==> src/rtl/rgb_stream_packer.sv <==
// ---------------------------------------------------------------------------
// rgb_stream_packer
//
// Packs a stream of 24-bit RGB pixels (one per valid/ready handshake) into
// 32-bit AXI4-Stream words, four pixels per three words. Bytes go out
// little-endian in pixel order: b, g, r of pixel 0 first.
//   - out_stream_tuser marks the first word of a frame (the pixel with sof).
//   - out_stream_tlast marks the word that carries the last byte of a line.
//   - A line that ends off a 4-pixel boundary is completed by one extra
//     zero-padded word with tlast=1, and the sticky misaligned flag is set.
//
// Ports
//   aclk, aresetn          clock, asynchronous active-low reset
//   r, g, b                pixel colour components
//   valid, sof, eol        pixel qualifiers
//   in_stream_ready        pixel accepted when valid && in_stream_ready
//   out_stream_t*          AXI4-Stream master (tkeep is always 4'hF)
//   misaligned             sticky: eol off a group boundary or sof mid-group
// ---------------------------------------------------------------------------
module rgb_stream_packer #(
    parameter int PHASES = 4
) (
    input  logic        aclk,
    input  logic        aresetn,
    input  logic [7:0]  r,
    input  logic [7:0]  g,
    input  logic [7:0]  b,
    input  logic        valid,
    input  logic        sof,
    input  logic        eol,
    output logic        in_stream_ready,
    output logic [31:0] out_stream_tdata,
    output logic [3:0]  out_stream_tkeep,
    output logic        out_stream_tlast,
    output logic        out_stream_tuser,
    output logic        out_stream_tvalid,
    input  logic        out_stream_tready,
    output logic        misaligned
);

    localparam logic [1:0] LAST_PHASE = 2'(PHASES - 1);

    typedef enum logic {
        ST_PACK  = 1'b0,
        ST_FLUSH = 1'b1
    } state_t;

    state_t      state_q, state_d;
    logic [1:0]  phase_q, phase_d;
    logic [23:0] carry_q, carry_d;
    logic        sof_pend_q, sof_pend_d;
    logic        misaligned_q, misaligned_d;
    logic [31:0] tdata_q, tdata_d;
    logic        tlast_q, tlast_d;
    logic        tuser_q, tuser_d;
    logic        tvalid_q, tvalid_d;

    logic [23:0] pix;
    logic        out_free;
    logic        accept;
    logic [1:0]  eff_phase;
    logic        load;
    logic [31:0] word;
    logic        word_last;

    assign pix      = {r, g, b};
    assign out_free = !tvalid_q || out_stream_tready;

    // A phase-0 pixel never produces a word (unless it is an eol, which only
    // moves to FLUSH), so it can be taken even while the output is stalled.
    assign in_stream_ready = aresetn && (state_q == ST_PACK) &&
                             ((phase_q == 2'd0) || out_free);
    assign accept = valid && in_stream_ready;

    // A sof restarts the group: that pixel is always packed as phase 0.
    assign eff_phase = sof ? 2'd0 : phase_q;

    always_comb begin
        state_d      = state_q;
        phase_d      = phase_q;
        carry_d      = carry_q;
        sof_pend_d   = sof_pend_q;
        misaligned_d = misaligned_q;
        tdata_d      = tdata_q;
        tlast_d      = tlast_q;
        tuser_d      = tuser_q;
        tvalid_d     = tvalid_q && !out_stream_tready;
        load         = 1'b0;
        word         = '0;
        word_last    = 1'b0;

        case (state_q)
            ST_PACK: begin
                if (accept) begin
                    if (sof) begin
                        sof_pend_d = 1'b1;
                        if (phase_q != 2'd0) begin
                            misaligned_d = 1'b1;
                        end
                    end

                    // carry holds only the not-yet-emitted bytes, zero-extended,
                    // so FLUSH can emit it directly.
                    case (eff_phase)
                        2'd0: begin
                            carry_d = pix;
                        end
                        2'd1: begin
                            load    = 1'b1;
                            word    = {pix[7:0], carry_q};
                            carry_d = {8'h00, pix[23:8]};
                        end
                        2'd2: begin
                            load    = 1'b1;
                            word    = {pix[15:0], carry_q[15:0]};
                            carry_d = {16'h0000, pix[23:16]};
                        end
                        default: begin
                            load      = 1'b1;
                            word      = {pix, carry_q[7:0]};
                            word_last = eol;
                        end
                    endcase

                    if (eff_phase == LAST_PHASE) begin
                        phase_d = 2'd0;
                    end else if (eol) begin
                        phase_d      = 2'd0;
                        state_d      = ST_FLUSH;
                        misaligned_d = 1'b1;
                    end else begin
                        phase_d = eff_phase + 2'd1;
                    end
                end
            end

            ST_FLUSH: begin
                if (out_free) begin
                    load      = 1'b1;
                    word      = {8'h00, carry_q};
                    word_last = 1'b1;
                    state_d   = ST_PACK;
                end
            end

            default: begin
                state_d = ST_PACK;
            end
        endcase

        if (load) begin
            tdata_d    = word;
            tlast_d    = word_last;
            tuser_d    = sof_pend_q;
            sof_pend_d = 1'b0;
            tvalid_d   = 1'b1;
        end
    end

    always_ff @(posedge aclk or negedge aresetn) begin
        if (!aresetn) begin
            state_q      <= ST_PACK;
            phase_q      <= 2'd0;
            carry_q      <= '0;
            sof_pend_q   <= 1'b0;
            misaligned_q <= 1'b0;
            tdata_q      <= '0;
            tlast_q      <= 1'b0;
            tuser_q      <= 1'b0;
            tvalid_q     <= 1'b0;
        end else begin
            state_q      <= state_d;
            phase_q      <= phase_d;
            carry_q      <= carry_d;
            sof_pend_q   <= sof_pend_d;
            misaligned_q <= misaligned_d;
            tdata_q      <= tdata_d;
            tlast_q      <= tlast_d;
            tuser_q      <= tuser_d;
            tvalid_q     <= tvalid_d;
        end
    end

    assign out_stream_tdata  = tdata_q;
    assign out_stream_tkeep  = 4'hF;
    assign out_stream_tlast  = tlast_q;
    assign out_stream_tuser  = tuser_q;
    assign out_stream_tvalid = tvalid_q;
    assign misaligned        = misaligned_q;

endmodule

==> config.mk <==
export PLATFORM = sky130hd
export DESIGN_NAME = rgb_stream_packer
export DESIGN_NICKNAME = d
export VERILOG_FILES = /design/src/rtl/rgb_stream_packer.sv
export SDC_FILE = /design/constraint.sdc
export NUM_CORES = 1
export LEC_CHECK = 0
export ABC_AREA = 1
export CAP_MARGIN = 20
export CORE_MARGIN = 5
export CORE_UTILIZATION = 40
export CTS_CLUSTER_SIZE = 20
export DETAILED_ROUTE_END_ITERATION = 16
export SYNTH_ARGS = -nofsm -noshare
export SYNTH_HDL_FRONTEND = slang
export SYNTH_SLANG_ARGS = --single-unit
==> constraint.sdc <==
create_clock -name aclk -period 5.7 [get_ports aclk]
set_input_delay 0.855 -clock aclk [delete_from_list [all_inputs] [get_ports aclk]]
set_output_delay 0.855 -clock aclk [all_outputs]
set_load 0.1 [all_outputs]
==> results of run 1 <==
[sequential cells by signal, summed over array words and instances, names as in the netlist]
register and cells:
out_stream_tvalid 1, out_stream_tuser 1, out_stream_tdata 32, misaligned 1
sof_pend_q 1, out_stream_tlast 1, state_q 1, carry_q 24
phase_q 2
[critical path: cells and delay by family]
kind	cells	cell delay [ns]
and+or+nand+nor	3	0.34
buffers and inverters	2	1.62
[worst paths after layout]
path                            slack, ns  cells past startpoint                  end              start
worst min register to register       0.48                      2     out_stream_tuser         sof_pend_q
worst min-delay path                 0.48                      2     out_stream_tuser         sof_pend_q
min in group asynchronous            0.73                      2  out_stream_tdata[3]            aresetn
worst max-delay path                 2.03                      5      in_stream_ready  out_stream_tready
worst max register to register       3.01                      6           carry_q[2]            state_q
max in group asynchronous            4.42                      2          carry_q[23]            aresetn
[logic make-up after synthesis]
family	Yosys count	synth area share, %
adders and majority gates	5	1.506
other	1	0.09025
DFF	64	38.54
AOI/OAI and AO/OA	77	11.35
buffers and inverters	92	10.48
and+or+nand+nor	375	38.03
[area by class of cell]
| type | count | share of cell area, % |
|---|---|---|
| Clock buffer | 13 | 3.615 |
| Tap cell | 136 | 3.438 |
| Sequential cell | 64 | 32.36 |
| Timing Repair Buffer | 71 | 14.00 |
| Multi-Input combinational cell | 461 | 43.02 |
| Inverter | 47 | 3.564 |
[per-stage QoR]
stage	total power, mW	cell area, um^2	hold slack [ns]
floorplan	1.255	4167	0.4419
CTS	1.829	4950	0.4875
global placement	1.438	4771	0.4599
finish	1.809	4950	0.4815
global route	1.930	4950	0.5019
detailed placement	1.450	4771	0.4684
[synthesized netlist by cell type (all sizes together)]
library cell | n | share of area [%]
dfrtp | 64 | 39
nand2 | 230 | 21
nand4 | 3 | 0.81
nor2 | 47 | 4.5
buf | 35 | 5.3
o21bai | 24 | 5.0
clkbuf | 10 | 0.90
a21oi | 19 | 2.3
or2 | 8 | 1.2
ha | 5 | 1.5
inv | 47 | 4.2
and2 | 1 | 0.15
o21ai | 34 | 4.1
nand3 | 86 | 10
conb | 1 | 0.090
[layer usage]
layer | wire [um] | track usage, % | share of wire [%] | vias to the layer above
met2 | 5075 | 29.22 | 44 | 131
met3 | 747 | 3.859 | 6.4 | 31
met4 | 339 | 8.354 | 2.9 | 0
li1 | - | - | - | 2009
met5 | 0 | 0 | 0 | -
met1 | 5426 | 26.38 | 47 | 1829
[report_power, final]
part           leakage, nW  total, mW  switching [mW]  internal [mW]
Combinational         1.46      0.817           0.607          0.211
Clock               0.0935      0.368           0.169          0.198
Sequential           0.842      0.624          0.0698          0.554
==> results.md, run 1 <==
- Clock latency on the worst-skew pair: 0.35 ns
- Synth Instances: 614
- Cell Rows: 37
- Cell Area, Synth: 0.004155 mm^2
- HP Class: reg -> reg
- Critical path arrival: 2.81 ns
- Number of gates resized after cts: 0
- CTS tree: built
- Status: finished, final reports clean
- Final hold violation count: 0
- Most frequent cells in the layout: 228 x nand2_1, 85 x nand3_1, 65 x clkdlybuf4s50_1
- Total Routing Usage GR: 19.17%
- Worst Path Required: 4.85 ns
- Slowest library cell on the worst path: clkdlybuf4s50_1
- CTS Sinks: 64
- Pre-CTS setup slack: 2.035 ns
- Flops & latches, synth: 64
- Mean Syn Cell Area: 6.767 um^2
- Clock Path Buffers: 2
- CTS Buf Count: 9
- Fin. max-slew vios: 0
- Drt first pass iters: 4
- Yosys synthesis warning count: 0
- Crit path kind: in -> out
- Worst slew pin tran: 0.9776 ns
- Reg area: 0.001602 mm^2
- Max-capacitance violation count: 0
- Hold buffers post-CTS: 0
- IO Port Bufs: 66
- Post-CTS Setup Inserts: 0
- Fin worst setup slack: 2.031 ns
- Slowest cell delay on critical path: 1.14 ns
- Crit Path Max Fanout: 4
- FMAX: 272.5 MHz
- Register area share after synthesis: 38.54%
- Clk root buf: clkbuf_8
- Die ar.: 0.01253 mm^2
- H-tree depth: 3
- Cell Count, Final, Fillers Out: 792
- DRC: 0
- Die Span X: 111.9 um
- Layout fillers: 1,046
- Setup-failing EPs final: 0
- Multi-input logic area: 0.002130 mm^2
- Nets: 689
- Vias in the first global route: 3,937
- Largest net degree at the start of global routing: 65
- Core Footprint: 0.01023 mm^2
- Startpoint Class: input pin
- Clock transition at path regs: 0.07 ns
- VDD IR-drop max: 184.4 uV
- # IOs: 71
- Crit-path cells: clkdlybuf4s50_1 > nor2_1 > nand2_2 > and2_1 > clkdlybuf4s50_1
- Placed Cells: 779
- Worst Skew: 0.009175 ns
- Synthesis-to-layout area growth: 19.12%
- Routed WL: 11.59 mm
- Most common cell after layout, fill and taps aside: nand2_1
- DP Wirelength: 7.815 mm
- Final period utilization: 64.37%
- Leakage Power: 2.398 nW
- Via density: 5.051
- Global-route wire length before repair: 19.62 mm
- Fin util: 48.38%
- Die Y: 111.9 um
- Initial Utilization: 40.61%
- Final ANT Viol Nets: 0
- PD cells: 365.4 mW/mm^2
- Yosys cell types: 26
- WL per Instance: 14.63 um
- GRT overflow: 0
- Min Tclk post-route: 3.669 ns
- RSZ-0062 raised after global routing: false
- Max transition margin: 34.62%
- Layout cells sized above 1: 5.640%
- Starting DRT DRC Count: 315
- TNS Setup: 0 ns
- Critical path endpoint category: primary output
- Ant diodes: 0
- Via count: 4,000
- CP most frequent cell: clkdlybuf4s50_1
- Placer Congestion: 0.8934
- Antenna violations before repair: 0
No activity file was read; power rests on OpenSTA's default activity.
==> run 2: changes to the inputs <==
--- a/config.mk
+++ b/config.mk
@@ -11,6 +11,7 @@
 export CORE_UTILIZATION = 40
 export CTS_CLUSTER_SIZE = 20
 export DETAILED_ROUTE_END_ITERATION = 16
+export PLACE_DENSITY = 0.65
 export SYNTH_ARGS = -nofsm -noshare
 export SYNTH_HDL_FRONTEND = slang
 export SYNTH_SLANG_ARGS = --single-unit
==> constraint.sdc (replaced) <==
create_clock -name aclk -period 3.34 [get_ports aclk]
set_input_delay 0.501 -clock aclk [delete_from_list [all_inputs] [get_ports aclk]]
set_output_delay 0.501 -clock aclk [all_outputs]
set_load 0.1 [all_outputs]
==> results.md, run 2 (synthesis gave the netlist of run 1 again) <==
- Status: finished, final reports clean
- Crit Path Max Fanout: 26 (+22)
- Min Tclk post-route: 2.627 ns
- Via count: 3,988 (-0.30%)
- Via density: 4.973 (-1.5%)
- Reg area: 0.001602 mm^2 (unchanged)
- Routed WL: 11.76 mm (+1.5%)
- Most frequent cells in the layout: 228 x nand2_1, 85 x nand3_1, 64 x dfrtp_1
- IO Port Bufs: 66 (unchanged)
- Crit path kind: in -> reg
- Global-route wire length before repair: 19.76 mm (+0.74%)
- H-tree depth: 3 (unchanged)
- Worst Path Required: 3.62 ns (-1.23 ns)
- # IOs: 71 (unchanged)
- Max transition margin: 34.12% (-0.50 points)
- Cell Rows: 37 (unchanged)
- Worst Skew: 0.01268 ns (+0.003506 ns)
- Clock latency on the worst-skew pair: 0.34 ns (about the same)
- Drt first pass iters: 5 (+1)
- Fin. max-slew vios: 0 (unchanged)
- GRT overflow: 0 (unchanged)
- Flop2flop setup slack: 0.99 ns (-2.02 ns)
- R2R Path Start: phase_q[1]
- Setup-failing EPs final: 0 (unchanged)
- Leakage Power: 2.452 nW (+2.2%)
- HP Class: in -> async
- WL per Instance: 14.66 um (+0.20%)
- Critical path endpoint category: flop
- Worst r2r dst: out_stream_tdata[7]
- Die Span X: 111.9 um (unchanged)
- Placer Congestion: 0.8923 (-0.12%)
- Nets: 696 (+1.0%)
- Max-capacitance violation count: 0 (unchanged)
- Worst slew pin tran: 0.9852 ns (+0.007521 ns)
- Antenna violations before repair: 0 (unchanged)
- Ant diodes: 0 (unchanged)
- Synthesis-to-layout area growth: 21.35%
- Vias in the first global route: 3,941 (+0.10%)
- TNS Setup: 0 ns (unchanged)
- Largest net degree at the start of global routing: 65 (unchanged)
- Die Y: 111.9 um (unchanged)
- Final ANT Viol Nets: 0 (unchanged)
- Slowest library cell on the worst path: ha_1
- CTS Sinks: 64 (unchanged)
- Layout cells sized above 1: 7.057% (+1.4 points)
- Critical path arrival: 2.91 ns (+0.10 ns)
- Final period utilization: 78.64%
- PD cells: 630.4 mW/mm^2 (+73%)
- Post-CTS Setup Inserts: 0 (unchanged)
- Clk root buf: clkbuf_8
- Core Footprint: 0.01023 mm^2 (unchanged)
- Multi-input logic area: 0.002130 mm^2 (unchanged)
- CP Capture Point: out_stream_tdata[7]
- Number of gates resized after cts: 0 (unchanged)
- DP Wirelength: 8.108 mm (+3.7%)
- DRC: 0 (unchanged)
- Largest register FFs: 32 (unchanged)
- Clock Path Buffers: 2 (unchanged)
- Most common cell after layout, fill and taps aside: nand2_1
- Slowest cell delay on critical path: 0.80 ns (-0.34 ns)
- VDD IR-drop max: 267.0 uV (+45%)
- Worst setup path startpoint: sof
- CP most frequent cell: nand2_1
- RSZ-0062 raised after global routing: false
- Total power: 3.179 mW (+76%)
- Clock transition at path regs: 0.07 ns (about the same)
- Startpoint Class: input pin
- Starting DRT DRC Count: 357 (+13%)
- Crit-path cells: clkdlybuf4s50_1 > nor2_1 > ha_1 > buf_4 > nand2_1 > nand3_1 > nand2_1 > o21bai_1 > nand2_1 > nand2_1
- Total Routing Usage GR: 19.16% (about the same)
- Initial Utilization: 40.61% (unchanged)
- Layout fillers: 1,057 (+1.1%)
- Worst R2R Path Depth: 10 (+4)
- CTS Buf Count: 9 (unchanged)
- Final hold violation count: 0 (unchanged)
- Die ar.: 0.01253 mm^2 (unchanged)
- CTS tree: built
- Hold buffers post-CTS: 0 (unchanged)
- FMAX: 380.7 MHz
run 2: final cells by class:
cell class	instances	share of cell area, %
clock buffer	13	3.151
multi-input combinational	461	42.23
sequential	64	31.76
tap	136	3.375
clock inverter	3	0.7940
timing repair buffer	78	15.19
inverter	47	3.499
run 2: per-stage QoR:
step | hold WS [ns] | cell area (um^2) | std cells | util (%) | setup WS, ns
6_report | 0.3729 | 5042 | 802 | 49.28 | 0.7133
5_1_grt | 0.4578 | 5042 | 802 | 49.28 | 0.5045
4_1_cts | 0.4230 | 5042 | 802 | 49.28 | 0.7829
3_5_place_dp | 0.4633 | 4843 | 786 | 47.34 | 0.4352
3_3_place_gp | 0.4627 | 4843 | 786 | 47.34 | 0.4949
2_1_floorplan | 0.2054 | 4167 | 617 | - | 1.026
run 2: routing by layer:
layer | up-vias | GRT usage (%) | share of wire (%)
li1 | 2027 | - | -
met1 | 1814 | 26.75 | 47
met2 | 128 | 29.94 | 45
met3 | 19 | 3.913 | 5.7
met4 | 0 | 5.839 | 2.1
met5 | - | 0 | 0
run 2: worst min path at each step:
stage / start / slack [ns] / endpoint / cells past startpoint
CTS: aresetn / 0.42 / misaligned / 2
finish: aresetn / 0.37 / out_stream_tdata[3] / 2
global placement: misaligned / 0.46 / misaligned / 2
global route: aresetn / 0.46 / carry_q[4] / 2
floorplan: aresetn / 0.21 / carry_q[0] / 0
detailed placement: sof_pend_q / 0.46 / out_stream_tuser / 2
run 2: power by group:
part           total (mW)  switching [mW]  internal, mW
Combinational        1.43            1.05         0.378
Clock               0.686           0.302         0.384
Sequential           1.07           0.122         0.945
run 2: worst max-delay path: cells and delay by family:
family / cells / cell delay [ns]
simple gates: 6 / 0.60
buf+inv: 2 / 0.81
fa+ha+maj: 1 / 0.80
compound gates: 1 / 0.17
==> run 3: changes to the inputs <==
==> constraint.sdc (replaced) <==
create_clock -name aclk -period 2.2 [get_ports aclk]
set_input_delay 0.33 -clock aclk [delete_from_list [all_inputs] [get_ports aclk]]
set_output_delay 0.33 -clock aclk [all_outputs]
set_load 0.1 [all_outputs]
==> results.md, run 3 (synthesis gave the netlist of run 1 again) <==
- Total power: 4.951 mW (+56%)
- CTS tree: built
- Drt first pass iters: 5 (unchanged)
- Fin. max-slew vios: 0 (unchanged)
- Routed WL: 12.40 mm (+5.4%)
- Worst hold slack: 0.2276 ns (-0.1453 ns)
- Critical path arrival: 2.26 ns (-0.65 ns)
- Crit path kind: in -> reg
- FMAX: 500.7 MHz
- Layout fillers: 1,047 (-0.95%)
- # IOs: 71 (unchanged)
- Ant diodes: 0 (unchanged)
- Status: finished, final reports clean
- Largest register FFs: 32 (unchanged)
- Antenna violations before repair: 0 (unchanged)
- Pre-CTS setup slack: -0.1475 ns (-0.5827 ns)
- Cell Count, Final, Fillers Out: 816 (+1.7%)
- Min Tclk post-route: 1.997 ns
- GRT overflow: 0 (unchanged)
- HP Class: in -> async
- CTS Sinks: 64 (unchanged)
- VDD IR-drop max: 448.3 uV (+68%)
- Clock transition at path regs: 0.07 ns (about the same)
- Max transition margin: 43.12% (+9.0 points)
- Crit path max-delay family: buffers and inverters
- Final period utilization: 90.79%
- Via density: 5.065 (+1.9%)
- Hold buffers post-CTS: 0 (unchanged)
- Starting DRT DRC Count: 258 (-28%)
- Die ar.: 0.01253 mm^2 (unchanged)
- Via count: 4,133 (+3.6%)
- Clock Path Buffers: 2 (unchanged)
- Leakage Power: 2.619 nW (+6.8%)
- H-tree depth: 3 (unchanged)
- Global-route wire length before repair: 20.54 mm (+3.9%)
- Placer Congestion: 0.8756 (-1.9%)
- Setup-failing EPs final: 0 (unchanged)
- Largest net degree at the start of global routing: 65 (unchanged)
- Crit Path Max Fanout: 9 (-65%)
- DRC: 0 (unchanged)
- Fin worst setup slack: 0.2026 ns (-0.5107 ns)
- CTS Buf Count: 9 (unchanged)
- RSZ-0062 raised after global routing: false
- Worst Path Required: 2.46 ns (-1.16 ns)
- Clk root buf: clkbuf_8
- Crit-path cells: clkdlybuf4s50_1 > nor2_1 > inv_1 > ha_1 > inv_1 > a21oi_1 > a21oi_1 > nand2_1 > o21ai_0
- Max-capacitance violation count: 0 (unchanged)
- Initial Utilization: 40.61% (unchanged)
- Die Y: 111.9 um (unchanged)
- Slowest cell delay on critical path: 0.45 ns (-0.35 ns)
- Cell Rows: 37 (unchanged)
- Most frequent cells in the layout: 228 x nand2_1, 85 x nand3_1, 64 x dfrtp_1
- Total Routing Usage GR: 20.24% (+1.1 points)
- Core Footprint: 0.01023 mm^2 (unchanged)
- Post-CTS Setup Inserts: 0 (unchanged)
- Nets: 710 (+2.0%)
- Vias in the first global route: 3,968 (+0.69%)
- Most common cell after layout, fill and taps aside: nand2_1
- Final hold violation count: 0 (unchanged)
- Final ANT Viol Nets: 0 (unchanged)
- Placed Cells: 800 (+1.8%)
- Critical path endpoint category: flop
- WL per Instance: 15.19 um (+3.6%)
- IO Port Bufs: 66 (unchanged)
- DP Wirelength: 8.656 mm (+6.8%)
- Synthesis-to-layout area growth: 24.06%
- Worst Skew: 0.007248 ns (-0.005433 ns)
- PD cells: 960.5 mW/mm^2 (+52%)
- Slowest library cell on the worst path: clkdlybuf4s50_1
- Die Span X: 111.9 um (unchanged)
- Layout cells sized above 1: 14.41% (+7.4 points)
- Number of gates resized after cts: 0 (unchanged)
- WP buf/inv: 3 (+1)
- Startpoint Class: input pin
- Worst slew pin tran: 0.8531 ns (-0.1320 ns)
- Clock latency on the worst-skew pair: 0.34 ns (about the same)
-- run 3: layout make-up --
class,count,area (um^2),share of cell area (%)
inverters,47,176.4,3.422
clock buffers,14,182.7,3.544
well taps,136,170.2,3.301
flip-flops and latches,64,1602,31.07
clock inverters,2,35.03,0.6796
repair buffers,92,858.3,16.65
multi-input cells,461,2131,41.33
-- run 3: path summary, 6_finish.rpt --
path	endpoint	cells after the start	from	slack, ns
min reg2reg	out_stream_tuser	2	sof_pend_q	0.48
min	out_stream_tdata[4]	2	aresetn	0.23
max	carry_q[2]	9	sof	0.20
min in group aclk	out_stream_tuser	2	sof_pend_q	0.48
max reg2reg	carry_q[2]	9	phase_q[0]	0.29
max in group asynchronous	out_stream_tdata[19]	2	aresetn	1.43
-- run 3: per-layer routing --
layer	wire length (um)	GRT usage, %
met1	5849	28.65
met4	272	7.461
met5	0	0
met3	811	3.043
met2	5460	31.33
-- run 3: report_power, final --
part / switching, mW / internal, mW / total, mW
Clock: 0.450 / 0.646 / 1.10
Sequential: 0.187 / 1.44 / 1.62
Combinational: 1.62 / 0.612 / 2.23
-- run 3: worst reg2reg max path: cells and delay by family (launching register included) --
family	cells	cell delay [ns]
simple gates	2	0.32
fa+ha+maj	1	0.37
compound gates	3	0.37
flops	1	0.34
buf+inv	3	0.45
-- run 3: per-stage QoR --
stage	cell area (um^2)	utilization, %	TNS (ns)
global route	5155	50.39	0
global placement	4937	48.26	-0.2596
floorplan	4168	-	0
CTS	5155	50.39	0
detailed placement	4937	48.26	-1.400
finish	5155	50.39	0
